File: src/rtl/store_queue.sv
`default_nettype none
// ----------------------------------------------------------------------------
// store_queue : in-order store buffer with CDB/AGU capture, commit, drain and
//               store-to-load forwarding.   Revision: 1.0
// ----------------------------------------------------------------------------
module store_queue #(
    parameter int  DEPTH   = 8,
    parameter int  ALLOC_W = 2,
    parameter int  CDB_W   = 2,
    parameter int  TAG_W   = 6,
    parameter int  DATA_W  = 32,
    parameter int  ADDR_W  = 32,
    localparam int PTR_W   = $clog2(DEPTH) + 1
) (
    input  logic                       clk,
    input  logic                       rst,
    input  logic                       flush,
    input  logic [ALLOC_W-1:0]         alloc_we,
    input  logic [ALLOC_W*TAG_W-1:0]   alloc_tag,
    input  logic [ALLOC_W*TAG_W-1:0]   alloc_data_tag,
    input  logic [ALLOC_W-1:0]         alloc_data_rdy,
    input  logic [ALLOC_W*DATA_W-1:0]  alloc_data,
    input  logic [ALLOC_W*2-1:0]       alloc_size,
    output logic [PTR_W-1:0]           alloc_free,
    output logic [PTR_W-1:0]           alloc_tail,
    input  logic                       agu_valid,
    input  logic [TAG_W-1:0]           agu_tag,
    input  logic [ADDR_W-1:0]          agu_addr,
    input  logic [CDB_W-1:0]           cdb_valid,
    input  logic [CDB_W*TAG_W-1:0]     cdb_tag,
    input  logic [CDB_W*DATA_W-1:0]    cdb_data,
    input  logic                       commit_valid,
    output logic                       mem_req_valid,
    output logic [ADDR_W-1:0]          mem_req_addr,
    output logic [DATA_W-1:0]          mem_req_data,
    output logic [1:0]                 mem_req_size,
    input  logic                       mem_req_ready,
    input  logic                       ld_valid,
    input  logic [ADDR_W-1:0]          ld_addr,
    input  logic [1:0]                 ld_size,
    input  logic [PTR_W-1:0]           ld_stq_tail,
    output logic                       ld_resp_valid,
    output logic                       ld_fwd_hit,
    output logic                       ld_fwd_stall,
    output logic [DATA_W-1:0]          ld_fwd_data,
    output logic                       stq_empty
);
    localparam int IDX_W = PTR_W - 1;

    logic              r_valid     [DEPTH];
    logic [TAG_W-1:0]  r_tag       [DEPTH];
    logic              r_addr_vld  [DEPTH];
    logic [ADDR_W-1:0] r_addr      [DEPTH];
    logic              r_data_vld  [DEPTH];
    logic [TAG_W-1:0]  r_data_tag  [DEPTH];
    logic [DATA_W-1:0] r_data      [DEPTH];
    logic [1:0]        r_size      [DEPTH];
    logic              r_committed [DEPTH];
    logic [PTR_W-1:0]  r_head, r_cmt, r_tail;
    logic              r_ld_valid, r_ld_hit, r_ld_stall;
    logic [DATA_W-1:0] r_ld_data;

    logic [IDX_W-1:0]  w_head_idx, w_cmt_idx;
    logic              w_drain;

    assign w_head_idx    = r_head[IDX_W-1:0];
    assign w_cmt_idx     = r_cmt[IDX_W-1:0];
    assign mem_req_valid = r_valid[w_head_idx] & r_committed[w_head_idx]
                         & r_addr_vld[w_head_idx] & r_data_vld[w_head_idx];
    assign mem_req_addr  = r_addr[w_head_idx];
    assign mem_req_data  = r_data[w_head_idx];
    assign mem_req_size  = r_size[w_head_idx];
    assign w_drain       = mem_req_valid & mem_req_ready;
    assign alloc_free    = PTR_W'(DEPTH) - (r_tail - r_head);
    assign alloc_tail    = r_tail;
    assign stq_empty     = (r_head == r_tail);
    assign ld_resp_valid = r_ld_valid;
    assign ld_fwd_hit    = r_ld_hit;
    assign ld_fwd_stall  = r_ld_stall;
    assign ld_fwd_data   = r_ld_data;

    function automatic logic [3:0] byte_mask(input logic [1:0] size, input logic [1:0] a);
        case (size)
            2'b00:   byte_mask = 4'b0001 << a;
            2'b01:   byte_mask = 4'b0011 << a;
            default: byte_mask = 4'b1111;
        endcase
    endfunction

    // Per-entry CDB snoop; descending port loop makes the lowest port win.
    logic              w_cdb_hit  [DEPTH];
    logic [DATA_W-1:0] w_cdb_data [DEPTH];
    always_comb begin
        for (int e = 0; e < DEPTH; e++) begin
            w_cdb_hit[e]  = 1'b0;
            w_cdb_data[e] = '0;
            for (int p = CDB_W - 1; p >= 0; p--) begin
                if (cdb_valid[p] && cdb_tag[p*TAG_W +: TAG_W] == r_data_tag[e]) begin
                    w_cdb_hit[e]  = 1'b1;
                    w_cdb_data[e] = cdb_data[p*DATA_W +: DATA_W];
                end
            end
        end
    end

    logic [IDX_W-1:0]  w_lane_idx  [ALLOC_W];
    logic              w_lane_dvld [ALLOC_W];
    logic [DATA_W-1:0] w_lane_data [ALLOC_W];
    logic [PTR_W-1:0]  w_alloc_cnt;
    always_comb begin
        w_alloc_cnt = '0;
        for (int i = 0; i < ALLOC_W; i++) begin
            w_lane_idx[i]  = w_tail_idx_base() + IDX_W'(i);
            w_lane_dvld[i] = alloc_data_rdy[i];
            w_lane_data[i] = alloc_data[i*DATA_W +: DATA_W];
            for (int p = CDB_W - 1; p >= 0; p--) begin
                if (!alloc_data_rdy[i] && cdb_valid[p]
                    && cdb_tag[p*TAG_W +: TAG_W] == alloc_data_tag[i*TAG_W +: TAG_W]) begin
                    w_lane_dvld[i] = 1'b1;
                    w_lane_data[i] = cdb_data[p*DATA_W +: DATA_W];
                end
            end
            w_alloc_cnt = w_alloc_cnt + PTR_W'(alloc_we[i]);
        end
    end

    function automatic logic [IDX_W-1:0] w_tail_idx_base();
        return r_tail[IDX_W-1:0];
    endfunction

    // Forwarding scan runs oldest to youngest so the youngest overlap is left standing.
    logic [3:0]        w_ld_mask, w_st_mask;
    logic [PTR_W-1:0]  w_range;
    logic [IDX_W-1:0]  w_scan_idx;
    logic              w_noaddr, w_found, w_cover, w_fdvld;
    logic [DATA_W-1:0] w_fdata, w_shift, w_fwd;
    logic [1:0]        w_fsa;
    always_comb begin
        w_ld_mask  = byte_mask(ld_size, ld_addr[1:0]);
        w_range    = ld_stq_tail - r_head;
        w_noaddr   = 1'b0;
        w_found    = 1'b0;
        w_cover    = 1'b0;
        w_fdvld    = 1'b0;
        w_fdata    = '0;
        w_fsa      = '0;
        w_scan_idx = '0;
        w_st_mask  = '0;
        for (int k = 0; k < DEPTH; k++) begin
            w_scan_idx = w_head_idx + IDX_W'(k);
            w_st_mask  = byte_mask(r_size[w_scan_idx], r_addr[w_scan_idx][1:0]);
            if (PTR_W'(k) < w_range && r_valid[w_scan_idx]) begin
                if (!r_addr_vld[w_scan_idx]) begin
                    w_noaddr = 1'b1;
                end else if (r_addr[w_scan_idx][ADDR_W-1:2] == ld_addr[ADDR_W-1:2]
                             && (w_st_mask & w_ld_mask) != 4'b0000) begin
                    w_found = 1'b1;
                    w_cover = ((w_st_mask & w_ld_mask) == w_ld_mask);
                    w_fdvld = r_data_vld[w_scan_idx];
                    w_fdata = r_data[w_scan_idx];
                    w_fsa   = r_addr[w_scan_idx][1:0];
                end
            end
        end
        w_shift = (w_fdata << {w_fsa, 3'b000}) >> {ld_addr[1:0], 3'b000};
        case (ld_size)
            2'b00:   w_fwd = {{(DATA_W-8){1'b0}},  w_shift[7:0]};
            2'b01:   w_fwd = {{(DATA_W-16){1'b0}}, w_shift[15:0]};
            default: w_fwd = w_shift;
        endcase
    end

    logic w_hit, w_stall;
    assign w_hit   = w_found & w_cover & w_fdvld & ~w_noaddr;
    assign w_stall = w_noaddr | (w_found & ~(w_cover & w_fdvld));

    always_ff @(posedge clk) begin
        if (rst) begin
            for (int e = 0; e < DEPTH; e++) begin
                r_valid[e]     <= 1'b0;
                r_tag[e]       <= '0;
                r_addr_vld[e]  <= 1'b0;
                r_addr[e]      <= '0;
                r_data_vld[e]  <= 1'b0;
                r_data_tag[e]  <= '0;
                r_data[e]      <= '0;
                r_size[e]      <= '0;
                r_committed[e] <= 1'b0;
            end
            r_head     <= '0;
            r_cmt      <= '0;
            r_tail     <= '0;
            r_ld_valid <= 1'b0;
            r_ld_hit   <= 1'b0;
            r_ld_stall <= 1'b0;
            r_ld_data  <= '0;
        end else begin
            for (int e = 0; e < DEPTH; e++) begin
                if (r_valid[e] && !r_data_vld[e] && w_cdb_hit[e]) begin
                    r_data_vld[e] <= 1'b1;
                    r_data[e]     <= w_cdb_data[e];
                end
                if (r_valid[e] && agu_valid && r_tag[e] == agu_tag) begin
                    r_addr_vld[e] <= 1'b1;
                    r_addr[e]     <= agu_addr;
                end
                // The entry committed in this same cycle survives the flush.
                if (flush && r_valid[e] && !r_committed[e]
                    && !(commit_valid && IDX_W'(e) == w_cmt_idx)) begin
                    r_valid[e] <= 1'b0;
                end
            end
            if (commit_valid) begin
                r_committed[w_cmt_idx] <= 1'b1;
                r_cmt                  <= r_cmt + PTR_W'(1);
            end
            if (w_drain) begin
                r_valid[w_head_idx]     <= 1'b0;
                r_committed[w_head_idx] <= 1'b0;
                r_head                  <= r_head + PTR_W'(1);
            end
            if (flush) begin
                r_tail <= commit_valid ? r_cmt + PTR_W'(1) : r_cmt;
            end else begin
                for (int i = 0; i < ALLOC_W; i++) begin
                    if (alloc_we[i]) begin
                        r_valid[w_lane_idx[i]]     <= 1'b1;
                        r_tag[w_lane_idx[i]]       <= alloc_tag[i*TAG_W +: TAG_W];
                        r_addr_vld[w_lane_idx[i]]  <= 1'b0;
                        r_data_vld[w_lane_idx[i]]  <= w_lane_dvld[i];
                        r_data_tag[w_lane_idx[i]]  <= alloc_data_tag[i*TAG_W +: TAG_W];
                        r_data[w_lane_idx[i]]      <= w_lane_data[i];
                        r_size[w_lane_idx[i]]      <= alloc_size[i*2 +: 2];
                        r_committed[w_lane_idx[i]] <= 1'b0;
                    end
                end
                r_tail <= r_tail + w_alloc_cnt;
            end
            r_ld_valid <= ld_valid;
            r_ld_hit   <= ld_valid & w_hit;
            r_ld_stall <= ld_valid & w_stall;
            r_ld_data  <= (ld_valid && w_hit) ? w_fwd : '0;
        end
    end
endmodule
`default_nettype wire

File: config.mk
export PLATFORM = sky130hd
export DESIGN_NAME = store_queue
export DESIGN_NICKNAME = d
export VERILOG_FILES = /design/src/rtl/store_queue.sv
export SDC_FILE = /design/constraint.sdc
export NUM_CORES = 2
export LEC_CHECK = 0
export ABC_AREA = 1
export CAP_MARGIN = 20
export CORE_UTILIZATION = 30
export CTS_BUF_LIST = sky130_fd_sc_hd__clkbuf_4 sky130_fd_sc_hd__clkbuf_8
export DETAILED_ROUTE_END_ITERATION = 10
export DONT_BUFFER_PORTS = 1
export HOLD_SLACK_MARGIN = 0.15
export PLACE_DENSITY_LB_ADDON = 0.05
export SYNTH_ARGS = -nofsm -noshare
export SYNTH_HDL_FRONTEND = slang
export SYNTH_SLANG_ARGS = --single-unit
File: constraint.sdc
create_clock -name clk -period 5.3 [get_ports clk]
set_input_delay 0.795 -clock clk [delete_from_list [all_inputs] [get_ports clk]]
set_output_delay 0.795 -clock clk [all_outputs]
set_load 0.02 [all_outputs]
=== Word level (Yosys, flattened, before mapping) ===
Memory sizes are Yosys's and may differ from the RTL's. A register that Yosys moved wholly into a read port is not among the register bits.
Cells that the tools add are included.

* Memories: 9
* Logic and storage cells: 719
* Bits in registers: 47
* Bits in writable memories: 656

{| class="wikitable"
|+ Memory list
! name !! depth !! width !! rd ports !! clocked after Yosys merged registers in !! write ports !! line !! text
|-
| r_addr || 8 || 32 || 8 || 1 || 8 || 53 || <nowiki>logic [ADDR_W-1:0] r_addr [DEPTH];</nowiki>
|-
| r_data || 8 || 32 || 8 || 1 || 10 || 56 || <nowiki>logic [DATA_W-1:0] r_data [DEPTH];</nowiki>
|-
| r_data_tag || 8 || 6 || 8 || 0 || 8 || 55 || <nowiki>logic [TAG_W-1:0] r_data_tag [DEPTH];</nowiki>
|-
| r_tag || 8 || 6 || 8 || 0 || 8 || 51 || <nowiki>logic [TAG_W-1:0] r_tag [DEPTH];</nowiki>
|-
| r_size || 8 || 2 || 8 || 1 || 8 || 57 || <nowiki>logic [1:0] r_size [DEPTH];</nowiki>
|-
| r_addr_vld || 8 || 1 || 8 || 1 || 10 || 52 || <nowiki>logic r_addr_vld [DEPTH];</nowiki>
|-
| +3 memories || - || - || - || - || - || - ||
|}

* Mux-type cells: 366
* Reduce and logical (&&, ||, !) cells: 162
* Bitwise logic cells: 69
* $lt $le $gt $ge: 8
* Shifts and indexed selects: 20
* Equality and inequality tests: 63
* Add/subtract/negate cells: 15

{| class="wikitable"
|+ Operator list
! operator !! count
|-
| 32-bit two-way mux || 60
|-
| 30-bit == test || 8
|-
| 1-bit two-way mux || 238
|-
| 6-bit == test || 28
|-
| 1-bit logical AND || 105
|-
| 3-bit two-way mux || 26
|-
| 4-bit one-hot mux with 2 select lines || 9
|-
| 32-bit one-hot mux with 2 select lines || 1
|-
| 2-bit two-way mux || 26
|-
| 1-bit bitwise OR || 41
|-
| 4-bit == test || 9
|-
| 1-bit by 2-bit left shift with 4-bit output (first input constant) || 9
|-
| 2-bit by 2-bit left shift with 4-bit output (first input constant) || 9
|-
| 4-bit AND || 8
|-
| 4-bit nonzero test || 8
|-
| 32-bit by 5-bit left shift with 32-bit output || 1
|-
| 32-bit by 5-bit right shift with 32-bit output || 1
|-
| 1-bit logical NOT || 26
|-
| 6-bit two-way mux || 4
|-
| 6-bit OR reduction || 4
|-
| 2-bit by 1-bit == test with 1-bit output (second input constant) || 9
|-
| 2-bit logical NOT || 9
|-
| 3-bit by 4-bit < comparator with 1-bit output (first input constant) || 4
|-
| 1-bit AND || 15
|-
| 19 further kinds || 45
|}

=== Logic depth before layout (Yosys ltp) ===
* Depth in word-level cells: 35
* Gate-level depth with buffers: 45

=== Worst setup path after synthesis ===
No wires, ideal clock.

* Path type: register to register
* Start point: register r_head[1]
* End point: register r_ld_data[4] (netlist: ld_fwd_data[4])
* Slack: 0.078 ns
* Buffers on the path: 13
* Arrival time: 5.113 ns
* Cell stages (with the launch flop): 36
* Period minus slack after synthesis: 5.222 ns
* Library setup time: 0.109 ns
* Path through: dfxtp_1 buf_2 inv_2 buf_2 buf_4 buf_4 buf_2 clkbuf_1 clkbuf_1 ha_1 buf_2 inv_2 buf_4 buf_2 buf_2 nand2_1 nand3_1 nand3_1 nand2_1 nand3_1 nor2_4 nand3_2 buf_6 nand2_4 nor2_1 o21bai_2 nand2_1 nand2_1 nand2_2 a21boi_4 buf_6 nand3_1 nand3_1 nand3_1 nand2_1 inv_1

* Word-level cells in the longest chain between the ends: 34
* Elaborated cells on any way between the ends: 235

{| class="wikitable"
|+ RTL lines
! what !! line !! text
|-
| from (decl) || 59 || <nowiki>logic [PTR_W-1:0] r_head, r_cmt, r_tail;</nowiki>
|-
| from (signal assigned) || 220 || <nowiki>r_head <= r_head + PTR_W'(1);</nowiki>
|-
| branches (longest 34 deep; another with memory 8 x 32 bit) || - ||
|-
| to (signal assigned) || 242 || <nowiki>r_ld_data <= (ld_valid && w_hit) ? w_fwd : '0;</nowiki>
|-
| to (decl) || 61 || <nowiki>logic [DATA_W-1:0] r_ld_data;</nowiki>
|}

Parallel ways; which one is timed is not known.
A chain may end at the register's enable or synchronous reset.

=== Worst setup path after layout ===
* Start point: register r_head[0]
* End point: register r_ld_data[0] (netlist: ld_fwd_data[0])

Same word-level chain as after synthesis.

==> impl_summary.txt <==
----------------------------------------------------
[Global route]
  GR Overflow Total ... 0
  Wire length of the first global-routing pass ... 559,000 um
  Initial antenna violation count ... 54
  Pin count of the biggest net entering global routing ... 255
  GR Util All Layers ... 35.4%
  Number of global-route vias before repair ... 67,400

[Worst setup path]
  Maximum cell stage delay along the critical path ... 0.42 ns
  Largest fanout on the critical path ... 42
  Capturing element type of the critical path ... register
  Critical Path Most Common Cell ... sky130_fd_sc_hd__nand2_1
  CP startpoint kind ... register
  Master of the slowest instance on the critical path ... sky130_fd_sc_hd__dfxtp_4
  Worst endpoint required time ... 6.14 ns
  Type of the worst setup path ... register to register
  CP Data Arrival Time ... 5.95 ns

[Yosys]
  Average footprint of a synthesized cell ... 6.34 um2
  Synthesized net count ... 10,800
  Count of cell types in the netlist ... 63
  Prevailing post-synth register cell ... sky130_fd_sc_hd__edfxtp_1
  Number of synthesized flops with an enable pin ... 627
  Flops & latches, synth ... 706
  Netlist area before placement ... 66,600 um2
  Area share of the leading cell type in the synthesized netlist ... 28.3%
  Yosys warnings ... 0
  Cell taking the most area after synthesis ... sky130_fd_sc_hd__edfxtp_1
  Share of flip-flops with an asynchronous set or reset after synthesis ... 0%
  Proportion of synthesized chip area in sequential cells ... 30.6%
  Synthesized netlist cell count ... 10,500
  Top post-synthesis cells by area ... sky130_fd_sc_hd__edfxtp_1 (28%), sky130_fd_sc_hd__nand2_1 (18%), sky130_fd_sc_hd__o21ai_0 (9.7%)

[Status]
  Outcome ... finished clean

[Pwr]
  Power density over the cells ... 207 nW/um2
  Highest ir drop seen on vdd ... 0.230 mV
  Final Power ... 15.4 mW
  Leakage ... 31.9 nW

[Timing]
  Worst hold margin ... 0.229 ns
  Final Hold Violating Endpoints ... 0
  Largest clock skew in the final design ... 0.0764 ns
  Accumulated negative setup slack ... 0 ns
  Post-layout worst setup margin ... 0.186 ns
  Peak clock frequency supported by timing ... 196 MHz
  Tcrit/Tclk final ... 96.5%
  Final Max Slew Viols ... 0
  Max-Slew Margin vs Limit ... 19.7%
  Final number of setup-violating endpoints ... 0
  Final period demand of the worst path ... 5.11 ns
  Actual transition at the worst max-transition pin ... 1.19 ns

[Finish]
  Area of the multi-input gates ... 39,100 um2
  # nets final ... 10,600
  Fillers ... 24,100
  Cell Count, Final, Fillers Out ... 13,400
  Footprint of the flip-flops and latches ... 20,400 um2
  Most common cell after layout, fill and taps aside ... sky130_fd_sc_hd__nand2_1
  Layout cells sized above 1 ... 7.16%
  Utilization after layout ... 33.7%
  Most frequent cells in the layout ... sky130_fd_sc_hd__nand2_1 (3,168), sky130_fd_sc_hd__o21ai_0 (1,287), sky130_fd_sc_hd__nand3_1 (1,186)
  Layout Cell Area excl Fill ... 74,100 um2
  Layout overhead on the synthesized area ... 11.2%

[Detailed routing]
  DRC violations left ... 0
  TritonRoute pass-1 iters ... 7
  First DRT Iteration DRCs ... 12,900
  Routed wire length ... 414,000 um
  Ratio of routed vias to standard cells ... 5.87
  Antenna-violating nets left ... 0
  Via count ... 78,500
  Routed length per instance ... 31.0 um

[Place]
  Number of placed cells counting well taps ... 13,100
  Worst slack at placement ... -0.0897 ns
  Post-DP Area ... 70,600 um2
  Final HPWL from detailed placement ... 311,000 um
  Final Wtd Congestion ... 1.02
  Number of I/O port buffers ... 0

[Clock network]
  H-tree level count ... 4
  Clock latency reported for the late side of the worst-skew pair ... 0.95 ns
  Max Buffers Root-to-Sink ... 3
  Number of sinks driven by the clock tree ... 706
  Total clock buffers created by CTS ... 136
  Clock root cell ... sky130_fd_sc_hd__clkbuf_8
  Clock tree from TritonCTS ... built
  Clock slew seen by the registers of the worst setup and hold paths ... 0.07 ns

[Floorplanning]
  Standard-cell rows ... 172
  I/O pins ... 368
  Height of the die ... 473 um
  Die W ... 473 um
  Total core area ... 220,000 um2
  Total die area ... 224,000 um2
  Initial core utilization ... 30.3%

[Min path]
  Worst Hold Class ... input port to register

[Run]
  Max-capacitance violation count ... 0

----------------------------------------------------
cell usage after synthesis, types with 11 or more instances:
| cell | n |
|---|---|
| sky130_fd_sc_hd__a2111oi_0 | 19 |
| sky130_fd_sc_hd__buf_4 | 29 |
| sky130_fd_sc_hd__o22ai_1 | 180 |
| sky130_fd_sc_hd__buf_1 | 76 |
| sky130_fd_sc_hd__nand3_1 | 1190 |
| sky130_fd_sc_hd__nand2_1 | 3186 |
| sky130_fd_sc_hd__nand4_1 | 112 |
| sky130_fd_sc_hd__a221oi_1 | 38 |
| sky130_fd_sc_hd__or2_2 | 21 |
| sky130_fd_sc_hd__mux2i_1 | 150 |
| sky130_fd_sc_hd__o2111ai_1 | 15 |
| sky130_fd_sc_hd__edfxtp_1 | 627 |
| sky130_fd_sc_hd__inv_2 | 14 |
| sky130_fd_sc_hd__nor3_1 | 23 |
| sky130_fd_sc_hd__a21oi_1 | 331 |
| sky130_fd_sc_hd__inv_1 | 976 |
| sky130_fd_sc_hd__clkinv_1 | 40 |
| sky130_fd_sc_hd__o211ai_1 | 233 |
| sky130_fd_sc_hd__clkbuf_1 | 447 |
| sky130_fd_sc_hd__buf_6 | 18 |
| sky130_fd_sc_hd__a211oi_1 | 40 |
| sky130_fd_sc_hd__a32oi_1 | 11 |
| sky130_fd_sc_hd__o21ai_1 | 98 |
| sky130_fd_sc_hd__o221ai_1 | 182 |
| sky130_fd_sc_hd__a31oi_1 | 18 |
| sky130_fd_sc_hd__clkbuf_2 | 23 |
| sky130_fd_sc_hd__nor2_1 | 618 |
| sky130_fd_sc_hd__nor4_1 | 13 |
| sky130_fd_sc_hd__xor2_1 | 77 |
| sky130_fd_sc_hd__buf_2 | 202 |
| sky130_fd_sc_hd__o21ai_0 | 1290 |
| sky130_fd_sc_hd__dfxtp_1 | 79 |
| sky130_fd_sc_hd__xnor2_1 | 26 |
| sky130_fd_sc_hd__ha_1 | 21 |
layout make-up:
| class | count | share of cell area (%) |
|---|---|---|
| Clock buffer | 172 | 2.91 |
| Tap cell | 2958 | 5.00 |
| Clock inverter | 75 | 0.863 |
| Sequential cell | 706 | 27.6 |
| Inverter | 1032 | 5.31 |
| Antenna cell | 11 | 0.0372 |
| Timing Repair Buffer | 434 | 5.49 |
| Multi-Input combinational cell | 7972 | 52.8 |
registers in the layout, indices dropped and copies added, names as in the netlist, 8 cells and up, named ones only:
signal       flops
r_addr_vld       8
ld_fwd_data     32
r_data         256
r_tag           48
r_data_tag      48
r_valid          8
r_data_vld       8
r_addr         256
r_size          16
r_committed      8
layer usage:
layer	vias to the layer above	share of wire, %	global-route usage, %
li1	35300	-	-
met1	37900	49	57.3
met2	4825	36	44.5
met3	400	13	10.4
met4	20	1.6	5.66
met5	-	0.033	0
cell families after synthesis:
logic type / share of synthesized area (%)
simple gates: 32.3
compound gates: 21.9
buf+inv: 11.1
flops: 30.6
mux: 2.25
xor+xnor: 1.35
fa+ha+maj: 0.484
what timing repair did:
action	4_1_cts	5_1_grt
resized for setup	3	34
setup buffers	0	5
cloned	0	3
endpoints found under the hold margin	82	0
setup endpoints to repair	32	32
pin swaps	0	4
hold buffers	33	0
final timing paths:
path	start	endpoint	slack, ns	cells after the start
max	r_head[0]	ld_fwd_data[0]	0.19	28
min	cdb_data[60]	r_data[6][28]	0.23	4
max reg2reg	r_head[0]	ld_fwd_data[0]	0.19	28
min reg2reg	r_addr_vld[0]	r_addr_vld[0]	0.50	2
critical path: cells and delay by family (launching register included):
family,cells,cell delay [ns]
AND/OR/NAND/NOR,16,1.98
buffers and inverters,7,1.23
XOR/XNOR,2,0.62
AO/OA/AOI/OAI,2,0.46
flip-flops,1,0.42
adder cells (fa/ha/maj),1,0.24
report_power, final:
| part | internal (mW) | switching (mW) | leakage, nW |
|---|---|---|---|
| Clock | 2.99 | 2.82 | 1.46 |
| Combinational | 0.673 | 2.17 | 23.3 |
| Sequential | 6.37 | 0.343 | 7.12 |
| Total | 10.0 | 5.33 | 31.9 |
No activity file was read; power rests on OpenSTA's default activity.
